## src/rtl/led_pwm_ctrl.sv

```systemverilog
// Three-channel LED PWM controller with a frame-aligned config handshake and
// shared blink/breathe effects; all channel updates land on PWM frame boundaries.
module led_pwm_ctrl #(
  parameter int PRESCALE     = 188,
  parameter int BLINK_FRAMES = 250
) (
  input  logic       clk,
  input  logic       reset,
  input  logic       cfg_valid,
  output logic       cfg_ready,
  input  logic [1:0] cfg_chan,
  input  logic [1:0] cfg_mode,
  input  logic [7:0] cfg_duty,
  output logic [2:0] pwm_rgb,
  output logic       frame_start
);

  typedef enum logic [1:0] {MODE_OFF, MODE_STATIC, MODE_BLINK, MODE_BREATHE} mode_e;
  typedef enum logic {ST_IDLE, ST_PENDING} state_e;

  localparam int PW = (PRESCALE > 1) ? $clog2(PRESCALE) : 1;
  localparam int BW = (BLINK_FRAMES > 1) ? $clog2(BLINK_FRAMES) : 1;
  localparam logic [PW-1:0] PRESC_LAST = PW'(PRESCALE - 1);
  localparam logic [BW-1:0] BLINK_LAST = BW'(BLINK_FRAMES - 1);

  logic [PW-1:0] r_presc;
  logic [7:0]    r_cnt;
  logic          r_frame;
  logic [BW-1:0] r_blink_cnt;
  logic          r_phase;
  logic [7:0]    r_level;
  logic          r_down;
  mode_e         r_mode [3];
  logic [7:0]    r_duty [3];
  logic [2:0]    r_pwm;
  state_e        r_state;
  logic          r_ready;
  logic [1:0]    r_sh_chan;
  mode_e         r_sh_mode;
  logic [7:0]    r_sh_duty;

  logic          w_step;
  logic [BW-1:0] w_blink_cnt_nxt;
  logic          w_phase_nxt;
  logic [7:0]    w_level_nxt;
  logic          w_down_nxt;
  mode_e         w_mode_nxt [3];
  logic [7:0]    w_duty_nxt [3];
  logic [15:0]   w_prod [3];
  logic [7:0]    w_eff [3];

  assign w_step = (r_presc == PRESC_LAST);

  always_ff @(posedge clk) begin
    if (reset) begin
      r_presc <= '0;
      r_cnt   <= '0;
      r_frame <= 1'b0;
    end else begin
      r_presc <= w_step ? '0 : r_presc + PW'(1);
      if (w_step) r_cnt <= r_cnt + 8'd1;
      r_frame <= w_step && (r_cnt == 8'hFF);
    end
  end

  // Shared effect counters advance once per frame; the level bounces off 0 and 255 without dwelling.
  always_comb begin
    w_blink_cnt_nxt = r_blink_cnt;
    w_phase_nxt     = r_phase;
    w_level_nxt     = r_level;
    w_down_nxt      = r_down;
    if (r_frame) begin
      if (r_blink_cnt == BLINK_LAST) begin
        w_blink_cnt_nxt = '0;
        w_phase_nxt     = ~r_phase;
      end else begin
        w_blink_cnt_nxt = r_blink_cnt + BW'(1);
      end
      if (r_down) begin
        if (r_level == 8'd0) begin
          w_down_nxt  = 1'b0;
          w_level_nxt = 8'd1;
        end else begin
          w_level_nxt = r_level - 8'd1;
        end
      end else begin
        if (r_level == 8'hFF) begin
          w_down_nxt  = 1'b1;
          w_level_nxt = 8'hFE;
        end else begin
          w_level_nxt = r_level + 8'd1;
        end
      end
    end
  end

  // Effective duty uses the settings that govern the upcoming output cycle, so a frame never mixes old and new.
  always_comb begin
    for (int i = 0; i < 3; i++) begin
      w_mode_nxt[i] = r_mode[i];
      w_duty_nxt[i] = r_duty[i];
      if (r_frame && (r_state == ST_PENDING) &&
          ((r_sh_chan == 2'(i)) || (r_sh_chan == 2'd3))) begin
        w_mode_nxt[i] = r_sh_mode;
        w_duty_nxt[i] = r_sh_duty;
      end
      w_prod[i] = {8'd0, w_duty_nxt[i]} * {8'd0, w_level_nxt};
      w_eff[i]  = 8'd0;
      case (w_mode_nxt[i])
        MODE_OFF:     w_eff[i] = 8'd0;
        MODE_STATIC:  w_eff[i] = w_duty_nxt[i];
        MODE_BLINK:   w_eff[i] = w_phase_nxt ? w_duty_nxt[i] : 8'd0;
        MODE_BREATHE: w_eff[i] = w_prod[i][15:8];
      endcase
    end
  end

  always_ff @(posedge clk) begin
    if (reset) begin
      r_blink_cnt <= '0;
      r_phase     <= 1'b0;
      r_level     <= 8'd0;
      r_down      <= 1'b0;
      r_pwm       <= 3'b000;
      for (int i = 0; i < 3; i++) begin
        r_mode[i] <= MODE_OFF;
        r_duty[i] <= 8'd0;
      end
    end else begin
      r_blink_cnt <= w_blink_cnt_nxt;
      r_phase     <= w_phase_nxt;
      r_level     <= w_level_nxt;
      r_down      <= w_down_nxt;
      for (int i = 0; i < 3; i++) begin
        r_mode[i] <= w_mode_nxt[i];
        r_duty[i] <= w_duty_nxt[i];
        r_pwm[i]  <= (r_cnt < w_eff[i]);
      end
    end
  end

  // Single shadow entry: hold off new requests until the frame boundary has consumed it.
  always_ff @(posedge clk) begin
    if (reset) begin
      r_state   <= ST_IDLE;
      r_ready   <= 1'b1;
      r_sh_chan <= 2'd0;
      r_sh_mode <= MODE_OFF;
      r_sh_duty <= 8'd0;
    end else begin
      case (r_state)
        ST_IDLE: begin
          if (cfg_valid) begin
            r_sh_chan <= cfg_chan;
            r_sh_mode <= mode_e'(cfg_mode);
            r_sh_duty <= cfg_duty;
            r_state   <= ST_PENDING;
            r_ready   <= 1'b0;
          end
        end
        ST_PENDING: begin
          if (r_frame) begin
            r_state <= ST_IDLE;
            r_ready <= 1'b1;
          end
        end
      endcase
    end
  end

  assign cfg_ready   = r_ready;
  assign pwm_rgb     = r_pwm;
  assign frame_start = r_frame;

endmodule

```

## config.mk

```make
export PLATFORM = sky130hd
export DESIGN_NAME = led_pwm_ctrl
export DESIGN_NICKNAME = d
export VERILOG_FILES = /design/src/rtl/led_pwm_ctrl.sv
export SDC_FILE = /design/constraint.sdc
export NUM_CORES = 1
export LEC_CHECK = 0
export BUFFER_PORTS_ARGS = -buffer_cell sky130_fd_sc_hd__clkbuf_2
export CAP_MARGIN = 20
export CELL_PAD_IN_SITES_DETAIL_PLACEMENT = 0
export CELL_PAD_IN_SITES_GLOBAL_PLACEMENT = 1
export CORE_ASPECT_RATIO = 1.5
export CORE_UTILIZATION = 40
export CTS_CLUSTER_SIZE = 28
export DETAILED_ROUTE_END_ITERATION = 10
export PLACE_DENSITY = 0.68
export SKIP_CTS_REPAIR_TIMING = 1
export SYNTH_ARGS = -nofsm -noshare
export SYNTH_HDL_FRONTEND = slang
export SYNTH_SLANG_ARGS = --single-unit
```

## constraint.sdc

```tcl
create_clock -name clk -period 8.5 [get_ports clk]
set_input_delay 1.7 -clock clk [delete_from_list [all_inputs] [get_ports clk]]
set_output_delay 1.7 -clock clk [all_outputs]
set_load 0.005 [all_outputs]
```

==> impl_metrics.tcl <==
set metrics [dict create \
    status "finished, final reports clean" \
    post-dp-hpwl_mm 22.9 \
    yosysTopAreaCellShare 0.207 \
    dieHeight_um 197 \
    cts.sinks 82 \
    cts_tree "done" \
    instances_no_fill 1580 \
    port_buffers 19 \
    nFillCells 2635 \
    die-area_um2 26000 \
    synth_xor_area_frac 0.0354 \
    clk_latency_ps 350 \
    synth.distinct_cells 73 \
    cp.arrival_ps 8040 \
    synth_commonest_cells "nor2_1, inv_1, ha_1, fa_1, nand2_1" \
    ys_async_sr_fraction 0 \
    grt_use_met1 0.257 \
    die_w_um 132 \
    cp-start-kind "flop" \
    antenna_found_initial 0 \
    syn_to_final_growth_pct 8.73 \
    io_pins 20 \
    rsz0062_at_grt "no" \
    syn_avg_cell_area_um2 8.24 \
    ys.flop_type "dfxtp_1" \
    finalNetCount 1496 \
    synth_mux_area_frac 0.0320 \
    p_leak_nw 5.29 \
    grt_max_degree 70 \
    gp_congestion 0.872 \
    sw_frac_of_total 0.263 \
    fin_crit_ps 7770 \
    start_util 0.405 \
    clockBufferDepth 2 \
    period_share 0.914 \
    drc 0 \
    slew_headroom 0.397 \
    core_area_um2 25100 \
    antenna_cells 0 \
    clock_skew_ps 9.91 \
    drtAntennaViolNets 0 \
    critPathMaxStageDelay_ps 560 \
    crit_fanout 24 \
    rows 71 \
    crit_type "flop to flop" \
    yosys_warnings 0 \
    routed_wl_mm 28.5 \
    grtUsageMet3 0.0182 \
    first_pass_iters 5 \
    critPathSlowestCell "fa_1" \
    drt-wirelength-per-cell_um 18.0 \
    met2_usage 0.449 \
    ir_worst_vdd_mv 0.104 \
    powerDensity_nw_per_um2 74.7 \
    first_global_vias 8781 \
    synth-edff-count 0 \
    final_hold_viol_count 0 \
    clk_pin_slew_ps 70 \
    synth_top_family_by_area "adder cells" \
    drt-initial-drc-count 304 \
    grt_usage 0.234 \
    switchingPower_uw 217 \
    viasPerCell 5.29 \
    p_clk_frac 0.483 \
    worst_pin_slew_ps 880 \
    ctsRootBufferMaster "clkbuf_16" \
    power_frac_comb 0.033 \
    placed_cell_area_um2 10700 \
    top_usage_layer "met2" \
    synth_area_leader_cell "fa_1" \
    syn_nets 1481 \
    yosysSeqAreaShare 0.162 \
    p_int_uw 609 \
    multi_input_area_um2 7680 \
    synthTopCellsByArea "fa_1, dfxtp_1, ha_1, nor2_1, inv_1" \
    cp-end-kind "flop" \
    synth_area_um2 10200 \
    ys_ff_latch 82 \
    drv_cap 0 \
    syn_inst 1232 \
    dp.cells 1564 \
    cts_made_buffers 9 \
    design_area_um2 11000 \
    yosys.area_share.adder 0.366 \
    power_frac_seq 0.485 \
    vias 8355 \
    fmax_mhz 129 \
    grt_pass1_wl_mm 47.1 \
    synth_compound_area_frac 0.120 \
    synthSimpleGateAreaFrac 0.199 \
    finalSetupTns_ps 0 \
    seq_area_um2 1640 \
    hold_class "flop to flop" \
    slew_viol_final 0 \
    setup_viol 0 \
    layout-drive-gt1-share 0.0847 \
    yosysMostFrequentCell "nor2_1" \
    overflow 0 \
    htree_num_levels 3 \
    required_ps 8770 \
]
[area by class of cell]
type,instances,share of cell area
multi-input cells,922,0.695
inverters,182,0.0619
clock buffers,9,0.0204
repair buffers,50,0.0297
flip-flops and latches,82,0.149
clock inverters,7,0.00691
well taps,328,0.0372
[cells in the final DEF, fill, tap and decap left out, types with 4 or more instances in the layout]
master     Yosys  routed
nor2b_1        7       7
nand2b_1      40      40
o211ai_1      10      10
inv_1        182     182
a22oi_1       18      15
xor2_1        17      17
nor2_1       197     197
or2_2         18      18
o21ai_0       21      21
clkbuf_16      0       9
fa_1         105     105
a31oi_1        6       6
nand2_1      103     103
o21a_1         7       7
a22oi_2        1       4
xnor2_1       24      24
a21oi_1       51      51
nand3_1       26      26
nor3_1         8       8
a21o_1         6       6
a211oi_1       6       6
nand3b_1       4       4
and2_1         4       4
or3_1          6       6
buf_4          0      31
dfxtp_1       82      82
clkbuf_2       0      19
ha_1         129     129
mux2i_1       28      28
nor4b_1        4       4
nand4_1        9       9
mux2_2         4       4
[kinds of logic (layout without fill, tap and decap cells)]
logic type,Yosys count,in the layout
AO/OA/AOI/OAI,173,173
XOR/XNOR,41,41
adder cells (fa/ha/maj),234,234
buffers and inverters,228,248
flip-flops,82,82
multiplexers,32,32
AND/OR/NAND/NOR,442,442
[worst paths after layout]
path	slack (ps)	cells past startpoint	end	start
hold / removal	470	1	r_presc[0]$_SDFF_PP0_	r_presc[0]$_SDFF_PP0_
hold reg to reg	470	1	r_presc[0]$_SDFF_PP0_	r_presc[0]$_SDFF_PP0_
setup / recovery	730	30	pwm_rgb[2]$_SDFF_PP0_	r_level[0]$_SDFF_PP0_
setup reg to reg	730	30	pwm_rgb[2]$_SDFF_PP0_	r_level[0]$_SDFF_PP0_
[registers in the layout, summed over array words and instances, names as in the netlist, 2 cells and up]
register	cells
r_duty	24
r_blink_cnt	8
r_cnt	8
r_level	8
r_presc	8
r_sh_duty	8
r_mode	6
pwm_rgb	3
r_sh_chan	2
r_sh_mode	2
[worst max-delay path, delay by kind of cell (launching register included)]
kind	cells	cell delay, ps
simple gates	6	1230
buf+inv	5	630
compound gates	11	2490
xor+xnor	1	140
flops	1	360
fa+ha+maj	7	2840
[through the flow]
step / utilization / power, mW / hold slack (ps) / setup WS, ps
2_1_floorplan: - / 0.422 / 430 / 1320
3_3_place_gp: 0.429 / 0.436 / 450 / 913
4_1_cts: 0.441 / 0.835 / 480 / 778
3_5_place_dp: 0.429 / 0.437 / 464 / 833
5_1_grt: 0.441 / 0.857 / 508 / 125
6_report: 0.441 / 0.825 / 469 / 733
[layer usage]
| layer | routed length (µm) | share of wire |
|---|---|---|
| met2 | 15400 | 0.54 |
| met4 | 1380 | 0.048 |
| met3 | 372 | 0.013 |
| met1 | 11300 | 0.40 |
| met5 | 0 | 0 |
[power by group through the flow]
stage               sequential (mW)  clock, mW  combinational, mW
detailed placement            0.409          0             0.0273
CTS                           0.400      0.408             0.0274
global placement              0.409          0             0.0269
finish                        0.400      0.399             0.0269
floorplan                     0.402          0             0.0198
global route                  0.401      0.426             0.0304
(Power assumes the default switching activity.)
